<file path="src/rtl/multicycle_controller_if.sv">
// multicycle_controller_if: unified memory port handshake between the control FSM and memory
// master: drives mem_req (access request, held until mem_ready), mem_we (store) and
//         adr_src (0 = PC, 1 = ALU result register); samples mem_ready
// slave:  memory side of the same signals
interface multicycle_controller_if;
  logic mem_req;
  logic mem_we;
  logic adr_src;
  logic mem_ready;
  modport master(output mem_req, mem_we, adr_src, input mem_ready);
  modport slave(input mem_req, mem_we, adr_src, output mem_ready);
endinterface

</file>
<file path="src/rtl/multicycle_controller.sv">
// multicycle_controller: main control FSM of the multicycle RV32I core
// clk/reset: clock, async active-high reset; mem: unified memory handshake (master)
// instr: IR contents; cmp_eq/cmp_lt/cmp_ltu: rs1 vs rs2 flags
// outputs: datapath selects/enables, branch status, retire pulse/counter, halted
module multicycle_controller #(
  parameter bit HALT_ON_ILLEGAL = 1'b1,
  parameter int RETIRE_W = 32
) (
  input  logic                clk,
  input  logic                reset,
  multicycle_controller_if.master mem,
  input  logic [31:0]         instr,
  input  logic                cmp_eq,
  input  logic                cmp_lt,
  input  logic                cmp_ltu,
  output logic                ir_write,
  output logic                pc_write,
  output logic                reg_write,
  output logic [1:0]          alu_src_a,
  output logic [1:0]          alu_src_b,
  output logic [1:0]          alu_op,
  output logic [1:0]          result_src,
  output logic [2:0]          imm_src,
  output logic                branch,
  output logic                branch_taken,
  output logic                retire,
  output logic                halted,
  output logic [RETIRE_W-1:0] retire_count
);
  typedef enum logic [3:0] {
    IDLE, FETCH, DECODE, MEM_ADR, MEM_READ, MEM_WB, MEM_WRITE, EXEC_R,
    EXEC_I, ALU_WB, BRANCH, JAL, JALR, LUI, AUIPC, TRAP
  } state_t;
  state_t state, next, dispatch;
  logic [6:0] op;
  logic [2:0] f3;
  logic cond;
  assign op = instr[6:0];
  assign f3 = instr[14:12];
  // funct3[0] inverts the base condition; funct3[2:1] selects eq / lt / ltu
  assign cond = f3[0] ^ (f3[2] ? (f3[1] ? cmp_ltu : cmp_lt) : cmp_eq);
  always_comb begin
    dispatch = TRAP;
    case (op)
      7'b0000011, 7'b0100011: dispatch = MEM_ADR;
      7'b0110011: dispatch = EXEC_R;
      7'b0010011: dispatch = EXEC_I;
      7'b1100011: dispatch = (f3[2:1] == 2'b01) ? TRAP : BRANCH;
      7'b1101111: dispatch = JAL;
      7'b1100111: dispatch = JALR;
      7'b0110111: dispatch = LUI;
      7'b0010111: dispatch = AUIPC;
      default:    dispatch = TRAP;
    endcase
  end
  always_comb begin
    next = state;
    mem.mem_req = 1'b0;
    mem.mem_we = 1'b0;
    mem.adr_src = 1'b0;
    ir_write = 1'b0;
    pc_write = 1'b0;
    reg_write = 1'b0;
    alu_src_a = 2'd0;
    alu_src_b = 2'd0;
    alu_op = 2'd0;
    result_src = 2'd0;
    imm_src = 3'd0;
    branch = 1'b0;
    branch_taken = 1'b0;
    retire = 1'b0;
    halted = 1'b0;
    case (state)
      IDLE: next = FETCH;
      FETCH: begin
        mem.mem_req = 1'b1;
        alu_src_b = 2'd2;
        result_src = 2'd2;
        ir_write = mem.mem_ready;
        pc_write = mem.mem_ready;
        next = mem.mem_ready ? DECODE : FETCH;
      end
      DECODE: begin
        alu_src_a = 2'd1;
        alu_src_b = 2'd1;
        imm_src = (op == 7'b1101111) ? 3'd4 : 3'd2;
        retire = (dispatch == TRAP) && !HALT_ON_ILLEGAL;
        next = retire ? FETCH : dispatch;
      end
      MEM_ADR: begin
        alu_src_a = 2'd2;
        alu_src_b = 2'd1;
        imm_src = {2'b00, op[5]};
        next = op[5] ? MEM_WRITE : MEM_READ;
      end
      MEM_READ: begin
        mem.mem_req = 1'b1;
        mem.adr_src = 1'b1;
        next = mem.mem_ready ? MEM_WB : MEM_READ;
      end
      MEM_WB: begin
        reg_write = 1'b1;
        result_src = 2'd1;
        retire = 1'b1;
        next = FETCH;
      end
      MEM_WRITE: begin
        mem.mem_req = 1'b1;
        mem.mem_we = 1'b1;
        mem.adr_src = 1'b1;
        retire = mem.mem_ready;
        next = mem.mem_ready ? FETCH : MEM_WRITE;
      end
      EXEC_R, EXEC_I: begin
        alu_src_a = 2'd2;
        alu_src_b = (state == EXEC_I) ? 2'd1 : 2'd0;
        alu_op = 2'd2;
        next = ALU_WB;
      end
      ALU_WB: begin
        retire = 1'b1;
        next = FETCH;
        // jumps reach here after rd was written; recompute the target
        // (old PC + J imm, or rs1 + I imm with bit 0 cleared by the datapath)
        if (op[2]) begin
          pc_write = 1'b1;
          alu_src_a = op[3] ? 2'd1 : 2'd2;
          alu_src_b = 2'd1;
          imm_src = op[3] ? 3'd4 : 3'd0;
          result_src = 2'd2;
        end else
          reg_write = 1'b1;
      end
      BRANCH: begin
        alu_src_a = 2'd2;
        alu_op = 2'd1;
        branch = 1'b1;
        branch_taken = cond;
        pc_write = cond;
        retire = 1'b1;
        next = FETCH;
      end
      JAL, JALR: begin
        alu_src_a = 2'd1;
        alu_src_b = 2'd2;
        result_src = 2'd2;
        reg_write = 1'b1;
        next = ALU_WB;
      end
      LUI, AUIPC: begin
        // LUI relies on the datapath reading x0 for the U-type rs1 field
        alu_src_a = (state == LUI) ? 2'd2 : 2'd1;
        alu_src_b = 2'd1;
        imm_src = 3'd3;
        result_src = 2'd2;
        reg_write = 1'b1;
        retire = 1'b1;
        next = FETCH;
      end
      TRAP: halted = 1'b1;
    endcase
  end
  always_ff @(posedge clk or posedge reset)
    if (reset) begin
      state <= IDLE;
      retire_count <= '0;
    end else begin
      state <= next;
      retire_count <= retire_count + RETIRE_W'(retire);
    end
endmodule

</file>
<file path="src/flat_wrapper.sv">
// flat-port wrapper written by rule: the top's interface ports become plain ports
module multicycle_controller_flat 
#(
  parameter bit HALT_ON_ILLEGAL = 1'b1,
  parameter int RETIRE_W = 32
)
  (clk, reset, instr, cmp_eq, cmp_lt, cmp_ltu, ir_write, pc_write, reg_write, alu_src_a, alu_src_b, alu_op, result_src, imm_src, branch, branch_taken, retire, halted, retire_count, mem_mem_req, mem_mem_we, mem_adr_src, mem_mem_ready);
  multicycle_controller_if mem_i ();
  input  logic clk;
  input  logic reset;
  input  logic [31:0] instr;
  input  logic cmp_eq;
  input  logic cmp_lt;
  input  logic cmp_ltu;
  output logic ir_write;
  output logic pc_write;
  output logic reg_write;
  output logic [1:0] alu_src_a;
  output logic [1:0] alu_src_b;
  output logic [1:0] alu_op;
  output logic [1:0] result_src;
  output logic [2:0] imm_src;
  output logic branch;
  output logic branch_taken;
  output logic retire;
  output logic halted;
  output logic [RETIRE_W-1:0] retire_count;
  output wire logic [$bits(mem_i.mem_req)-1:0] mem_mem_req;
  output wire logic [$bits(mem_i.mem_we)-1:0] mem_mem_we;
  output wire logic [$bits(mem_i.adr_src)-1:0] mem_adr_src;
  input wire logic [$bits(mem_i.mem_ready)-1:0] mem_mem_ready;
  assign mem_mem_req = mem_i.mem_req;
  assign mem_mem_we = mem_i.mem_we;
  assign mem_adr_src = mem_i.adr_src;
  assign mem_i.mem_ready = mem_mem_ready;
  multicycle_controller #(.HALT_ON_ILLEGAL(HALT_ON_ILLEGAL), .RETIRE_W(RETIRE_W)) u_core (.clk(clk), .reset(reset), .mem(mem_i), .instr(instr), .cmp_eq(cmp_eq), .cmp_lt(cmp_lt), .cmp_ltu(cmp_ltu), .ir_write(ir_write), .pc_write(pc_write), .reg_write(reg_write), .alu_src_a(alu_src_a), .alu_src_b(alu_src_b), .alu_op(alu_op), .result_src(result_src), .imm_src(imm_src), .branch(branch), .branch_taken(branch_taken), .retire(retire), .halted(halted), .retire_count(retire_count));
endmodule
</file>
<file path="config.mk">
export PLATFORM = sky130hd
export DESIGN_NAME = multicycle_controller_flat
export DESIGN_NICKNAME = d
export VERILOG_FILES = /design/src/rtl/multicycle_controller_if.sv /design/src/rtl/multicycle_controller.sv /design/src/flat_wrapper.sv
export SDC_FILE = /design/constraint.sdc
export NUM_CORES = 1
export LEC_CHECK = 0
export ABC_AREA = 1
export CORE_AREA = 3 3 88 90
export CTS_CLUSTER_DIAMETER = 100
export DETAILED_ROUTE_END_ITERATION = 10
export DIE_AREA = 0 0 91 93
export PLACE_DENSITY = 0.67
export SETUP_SLACK_MARGIN = 0.5
export SYNTH_ARGS = -nofsm -noshare
export SYNTH_HDL_FRONTEND = slang
export SYNTH_SLANG_ARGS = --single-unit
</file>
<file path="constraint.sdc">
create_clock -name clk -period 2.4 [get_ports clk]
set_input_delay 0.72 -clock clk [delete_from_list [all_inputs] [get_ports clk]]
set_output_delay 0.72 -clock clk [all_outputs]
set_load 0.01 [all_outputs]
</file>
-- Word-level counts from Yosys, hierarchy flattened
Cells that the tools add are included.
- register bits after elaboration: 36
- bits of input ports: 38
- output and inout bits: 53
- word-level logic and storage cells: 80
- $add $sub $neg: 1
- equality and inequality tests: 25
- multiplexer cells: 35
- bitwise gates (word level): 1
- reduce and logical (&&, ||, !) cells: 16
- operators by type and width (cell ; count):
    $add 32x1->32 ; 1
    $eq 4x4->1 const B ; 8
    $pmux 4 s8 ; 1
    $pmux 4 s7 ; 1
    $eq 7x6->1 const B ; 3
    $eq 7x7->1 const B ; 3
    $eq 4x3->1 const B ; 4
    $pmux 2 s4 ; 2
    $mux 3 ; 5
    $reduce_or 5->1 ; 3
    $eq 7x5->1 const B ; 2
    $mux 1 ; 14
    $mux 2 ; 6
    $pmux 3 s4 ; 1
    $reduce_or 4->1 ; 3
    $reduce_or 3->1 ; 3
    $eq 4x2->1 const B ; 2
    $reduce_or 2->1 ; 4
    $eq 7x2->1 const B ; 1
    $reduce_bool 7->1 ; 1
    $pmux 2 s3 ; 1
    $reduce_or 6->1 ; 1
    $eq 4x1->1 const B ; 1
    $logic_not 4->1 ; 1
    other kinds (5) ; 6

-- Logic depth before layout (Yosys ltp)
- depth after elaboration: 4
- mapped depth: 16
- depth with buffers taken out: 16

-- Least setup slack after synthesis
No wires, ideal clock.
- path type: flip-flop to flip-flop
- start point: register u_core.state[1]
- end point: register u_core.retire_count[30]
- data arrival time: 2.354 ns
- data required time: 2.275 ns
- setup slack: -0.079 ns
- stages on the path, launching flop included: 15
- path buffers: 0
- cell sequence: dfrtp_1 -> inv_1 -> nor2_1 -> inv_1 -> nor2_1 -> nand2_1 -> nand2_1 -> ha_1 -> ha_1 -> inv_1 -> nor3_4 -> nand2_2 -> nor2_1 -> nand2_1 -> xnor2_1
- word-level cells in the longest chain between the ends: 4
- elaborated cells between the ends (all ways): 9
- ends and longest elaborated chain (what ; line ; text):
    start: declaration ; multicycle_controller.sv:34 ; state_t state, next, dispatch;
    start signal: assignment ; multicycle_controller.sv:168 ; state <= next;
    $eq 4x3->1 or $eq 4x4->1 (tied branches) ; multicycle_controller.sv:73 ; case (state)
    $reduce_or 5->1 (no line) ; n/a ;
    $pmux 1 s2 * ; multicycle_controller.sv:73 ;
    via retire ; flat_wrapper.sv:25 ; output logic retire;
    $add 32x1->32 * ; multicycle_controller.sv:169 ; retire_count <= retire_count + RETIRE_W'(retire);
    end signal: assignment ; multicycle_controller.sv:169 ;
    end: declaration ; multicycle_controller.sv:28 ; output logic [RETIRE_W-1:0] retire_count
Mark *: on every way through the listed nets, which the timed path passes. The rest lies on a longest branch.
A chain may end at the register's enable or synchronous reset.

-- Final worst setup path
- start point: register u_core.state[0]
- end point: output port alu_src_a[1]
- word-level cells in the longest chain between the ends: 3
- elaborated cells between the ends (all ways): 15
- ends and longest elaborated chain (what ; line ; text):
    $eq 4x2->1, or another cell as far along ; multicycle_controller.sv:73 ;
    $reduce_or 4->1 (no line), or another cell as far along ; n/a ;
    $pmux 2 s4 * ; multicycle_controller.sv:73 ;
    end: declaration ; flat_wrapper.sv:18 ; output logic [1:0] alu_src_a;
Every way passes the cells marked *; elsewhere a longest branch is shown, timed or not.

==> flow_metrics.tcl <==
set metrics [dict create \
    irDropWorstVdd_mv 0.221 \
    slew_viol_final 0 \
    clock_latency_ns 0.30 \
    synth_area_leaders "dfrtp_1 (37%), nand2_1 (18%), nor2_1 (8.2%)" \
    antenna_cells 0 \
    synth_nets 393 \
    drt_iter0_drc 125 \
    swShare_pct 19.4 \
    worstPathArrival_ns 1.61 \
    mostFrequentLayoutCells "nand2_1 (91), buf_4 (67), buf_6 (36), dlygate4sd2_1 (34), inv_1 (27)" \
    cp-start-kind "register" \
    period_share_pct 97.2 \
    yosysUniqueCellTypes 23 \
    max-slew-margin-rel_pct 67.9 \
    nets 559 \
    drc 0 \
    hold_violations 0 \
    dieArea_sq_um 8460 \
    final_area_sq_um 4550 \
    synth-warning-count 0 \
    status "finished clean" \
    ys_ff_latch 36 \
    wl_per_cell_microns 14.3 \
    max-clock-path-buffers 2 \
    post-place-cells 552 \
    area_growth_pct 87.3 \
    combPwrFrac_pct 6.7 \
    die_w_microns 91 \
    routed_wl_microns 8850 \
    max-cap-violations 0 \
    num_io_pins 91 \
    grt_usage_pct 19.8 \
    antenna_found_initial 0 \
    end_kind "output pin" \
    synth_top_cell_area_share_pct 37.1 \
    path_class "register to output pin" \
    grt_overflow 0 \
    grt_pass1_vias 2877 \
    ctsRootBufferMaster "clkbuf_8" \
    dp_slack_ns -0.766 \
    htreeDepth 2 \
    layout_commonest_cell "nand2_1" \
    grt_max_degree 37 \
    synth_area_sq_um 2430 \
    drive_gt1_share_pct 47.3 \
    crit_fanout 3 \
    seqPwrFrac_pct 41.6 \
    synth.avg_cell_area_sq_um 6.88 \
    power.internal_mw 1.17 \
    required_ns 1.68 \
    dr.pass1.iters 4 \
    synth_top_area_cell "dfrtp_1" \
    post-route-min-period_ns 2.33 \
    vias 2924 \
    postSynthCellCount 353 \
    detail_route.vias_per_cell 4.72 \
    cts_tree "yes" \
    place.gp.congestion 0.854 \
    clock-sinks 36 \
    nFillCells 595 \
    postPlaceCellArea_sq_um 3560 \
    portBuffers 68 \
    fin_util_pct 63.7 \
    grt_pass1_wl_microns 13500 \
    min_path_type "register to register" \
    tightestPinTransition_ns 0.479 \
    setup_slack_ns 0.0665 \
    stdcell_count 619 \
    chipHeight_microns 93 \
    fin_skew_ns 0.0102 \
    seq_area_frac_synth_pct 37.1 \
    setup_viol 0 \
    powerDensity_nw_per_um2 321 \
    num_rows 31 \
    total_leakage_power_nw 2.57 \
    start_util_pct 34.0 \
    ant_nets 0 \
    fin_tns_setup_ns 0 \
    power_frac_clock_pct 51.7 \
    fmax_mhz 429 \
    rsz0062_at_grt "true" \
    clkTransAtPathRegs_ns 0.08 \
    coreArea_sq_um 7140 \
    dpl.hpwl_microns 5770 \
    p_sw_mw 0.283 \
    numCtsBuffers 5 \
]
-- metal layers --
metal | GRT usage (%) | part of all wire (%) | up-vias | wire (microns)
met2 | 35.9 | 51 | 90 | 4510
li1 | - | - | 1449 | -
met4 | 5.15 | 1.7 | 0 | 150
met5 | 0 | 0 | - | 0
met3 | 2.74 | 4.3 | 19 | 378
met1 | 24.7 | 43 | 1366 | 3810
-- sequential cells by signal, indices dropped and copies added, names as in the netlist --
name	count
u_core.retire_count	32
u_core.state	4
-- final timing paths --
path                                               from                      end  slack [ns]  cells after the start
worst max-delay path                    u_core.state[0]             alu_src_a[1]        0.07                      8
worst min-delay path            u_core.retire_count[31]  u_core.retire_count[31]        0.49                      2
worst max register to register          u_core.state[0]  u_core.retire_count[31]        0.15                     16
worst min register to register  u_core.retire_count[31]  u_core.retire_count[31]        0.49                      2
max in group asynchronous                         reset  u_core.retire_count[20]        1.22                      3
min in group asynchronous                         reset  u_core.retire_count[14]        0.81                      3
-- critical path: stages (launching register included) --
cell and delay, ns:
dfrtp_1 0.43, buf_4 0.17, nand2_4 0.08, inv_2 0.05, nand2_2 0.08, nand2_4 0.07
nor3_4 0.15, o221ai_2 0.13, buf_2 0.16
-- cell usage after synthesis, drive strengths merged --
master / n
a21oi: 4
nand2: 117
nand3: 17
xnor2: 4
o221ai: 1
nor4: 7
inv: 51
o21ai: 5
o21a: 1
nand4: 13
ha: 2
nand3b: 10
xor2: 16
buf: 1
nor2: 54
nor3: 14
dfrtp: 36
-- power groups by stage --
stage,combinational (mW),sequential [mW],clock [mW]
final,0.0984,0.606,0.753
after global routing,0.108,0.606,0.783
after CTS,0.0940,0.606,0.756
after detailed placement,0.0837,0.618,0
after global placement,0.0819,0.618,0
after floorplan,0.0308,0.618,0
-- area by class of cell --
| class | instances | area (sq um) | area share (%) |
|---|---|---|---|
| multi-input cells | 265 | 1760 | 38.8 |
| well taps | 99 | 124 | 2.73 |
| flip-flops and latches | 36 | 918 | 20.2 |
| clock inverters | 3 | 90.1 | 1.98 |
| inverters | 51 | 209 | 4.60 |
| repair buffers | 160 | 1370 | 30.2 |
| clock buffers | 5 | 68.8 | 1.51 |
-- kinds of logic (layout without fill, tap and decap cells) --
| kind of cell | after synthesis | in the layout | share of synthesized area, % |
|---|---|---|---|
| fa+ha+maj | 2 | 2 | 1.03 |
| xor+xnor | 20 | 20 | 7.22 |
| flops | 36 | 36 | 37.1 |
| buf+inv | 52 | 219 | 8.20 |
| simple gates | 232 | 232 | 43.9 |
| compound gates | 11 | 11 | 2.53 |
-- through the flow --
stage	hold slack (ns)	power, mW
floorplan	0.514	0.649
global placement	0.480	0.700
detailed placement	0.491	0.702
CTS	0.503	1.46
global route	0.525	1.50
finish	0.494	1.46
-- repair_timing --
action	CTS	global route
pin swaps	44	41
hold buffers	0	0
buffers inserted	47	12
gates resized for setup	268	51
endpoints found under the setup margin	83	57
Power figures use the tool's default switching activity.
==> edit, RTL diff (same settings) <==
`RETIRE_W` is set to 32 in 2 places; all go to 16.
--- a/src/rtl/multicycle_controller.sv
+++ b/src/rtl/multicycle_controller.sv
@@ -6,3 +6,3 @@
   parameter bit HALT_ON_ILLEGAL = 1'b1,
-  parameter int RETIRE_W = 32
+  parameter int RETIRE_W = 16
 ) (
--- a/src/flat_wrapper.sv
+++ b/src/flat_wrapper.sv
@@ -4,3 +4,3 @@
   parameter bit HALT_ON_ILLEGAL = 1'b1,
-  parameter int RETIRE_W = 32
+  parameter int RETIRE_W = 16
 )
Interface: changed (resized retire_count); port bits go from 91 to 75. No check against the original RTL was run, so the function may have changed too.
==> edit against the original RTL <==
- wire length shrank 38%
- power shrank 49%
- sequential cell count shrank 16
- maximum frequency grew 0.22%
- setup slack gained 5.1 ps
- final area shrank 29%
- hold slack lost 26 ps
- area after synthesis shrank 41%
- critical path type unchanged
==> edit: results (changes against the original RTL) <==
Status
  – Outcome: complete, no violations

Power
  – Maximum VDD drop: 0.189 mV (-15%)
  – Net Sw Frac: 20.4% (+0.94 points)
  – Leakage dissipation: 1.85 nW (-28%)

Worst setup path
  – Worst-path maximum fanout: 5 (+2)
  – Worst reg2reg path depth: 17 (+1)

Timing
  – Slew @ Worst Pin: 296 ps (-182 ps)
  – Skew final: 13.3 ps (+3.17 ps)

Placed design
  – Final Wtd Congestion: 0.821 (-3.8%)
  – Inst Count DP: 389 (-30%)

Synthesis
  – Post-synthesis cell count: 212 (-40%)
  – Register area share after synthesis: 35.0% (-2.1 points)
  – Synth Area in XOR/XNOR: 7.95% (+0.74 points)
  – Dominant cells by area after synthesis: dfrtp_1 35%, nand2_1 16%, inv_1 9.4%
  – Net count after synthesis: 252 (-36%)
  – Post-synth top cells: 62 x nand2_1, 36 x inv_1, 35 x nor2_1

Layout
  – Finished Layout Cells: 455 (-26%)
  – Nets@finish: 397 (-29%)
  – Biggest registers after layout: u_core.retire_count: 16 flops, u_core.state: 4 flops

CTS
  – Total CTS buffers: 3 (-2)
  – H-tree levels: 1 (-1)
  – Worst-Skew Late Latency: 260 ps (-40 ps)

Drt
  – WL/cell: 12.1 um (-15%)
  – Initial drt markers: 65 (-48%)

Global route
  – Largest net degree at the start of global routing: 21 (-43%)
## edit: cell types whose count changed after synthesis, sizes merged, moves of 9 or more
cell / delta
dfrtp: -16
nor2: -14
nor3: -9
inv: -15
nand4: -10
nand2: -53
## edit: cells by family after synthesis
group                    after synthesis
adder cells (fa/ha/maj)                2
AND/OR/NAND/NOR                      128
XOR/XNOR                              13
flip-flops                            20
AO/OA/AOI/OAI                         12
buffers and inverters                 37
## edit: worst paths after layout
path	start	endpoint	slack, ps
max	u_core.state[2]$_DFFE_PP0P_	alu_src_b[0]	70
min	u_core.retire_count[15]$_DFF_PP0_	u_core.retire_count[15]$_DFF_PP0_	470
max reg2reg	u_core.state[2]$_DFFE_PP0P_	u_core.retire_count[12]$_DFF_PP0_	130
min reg2reg	u_core.retire_count[15]$_DFF_PP0_	u_core.retire_count[15]$_DFF_PP0_	470
max in group asynchronous	reset	u_core.retire_count[10]$_DFF_PP0_	1380
min in group asynchronous	reset	u_core.retire_count[0]$_DFF_PP0_	780
## edit: power groups by stage
stage                     Clock (mW)  Sequential, mW  Combinational (mW)
final                          0.335           0.337              0.0765
after global routing           0.358           0.337              0.0851
after CTS                      0.343           0.337              0.0757
after floorplan                    0           0.343              0.0237
after global placement             0           0.343              0.0695
after detailed placement           0           0.343              0.0707
## edit: cell type report
type	count	area, um^2
fillers	660	3920
repair buffers	141	1220
multi-input cells	155	1150
flip-flops and latches	20	514
inverters	36	140
well taps	99	124
clock buffers	3	41.3
clock inverters	1	30.0
## edit: stage by stage
stage,hold slack [ps],power [mW],instance area (um^2)
after global routing,500,0.780,3220
after global placement,460,0.413,2340
after floorplan,504,0.367,1500
after CTS,480,0.756,2990
after detailed placement,473,0.414,2340
final,467,0.748,3220
## edit: routing by layer
metal,global-route usage (%),vias up,part of all wire (%)
met1,14.6,881,41
met3,1.77,4,2.7
met5,0,-,0
met4,3.02,0,0.98
li1,-,941,-
met2,24.0,37,56
## edit: what timing repair did
item	CTS	global route
resized for setup	235	46
endpoints found under the setup margin	52	46
setup buffers	51	11
pin swaps	32	16
## edit: worst max-delay path, stage by stage, from the launching register on
cell and delay (ps):
dfrtp_2 450, buf_6 140, nand2_8 80, nor2_4 60
buf_4 140, nor3_2 170, nand3b_1 140, buf_2 160
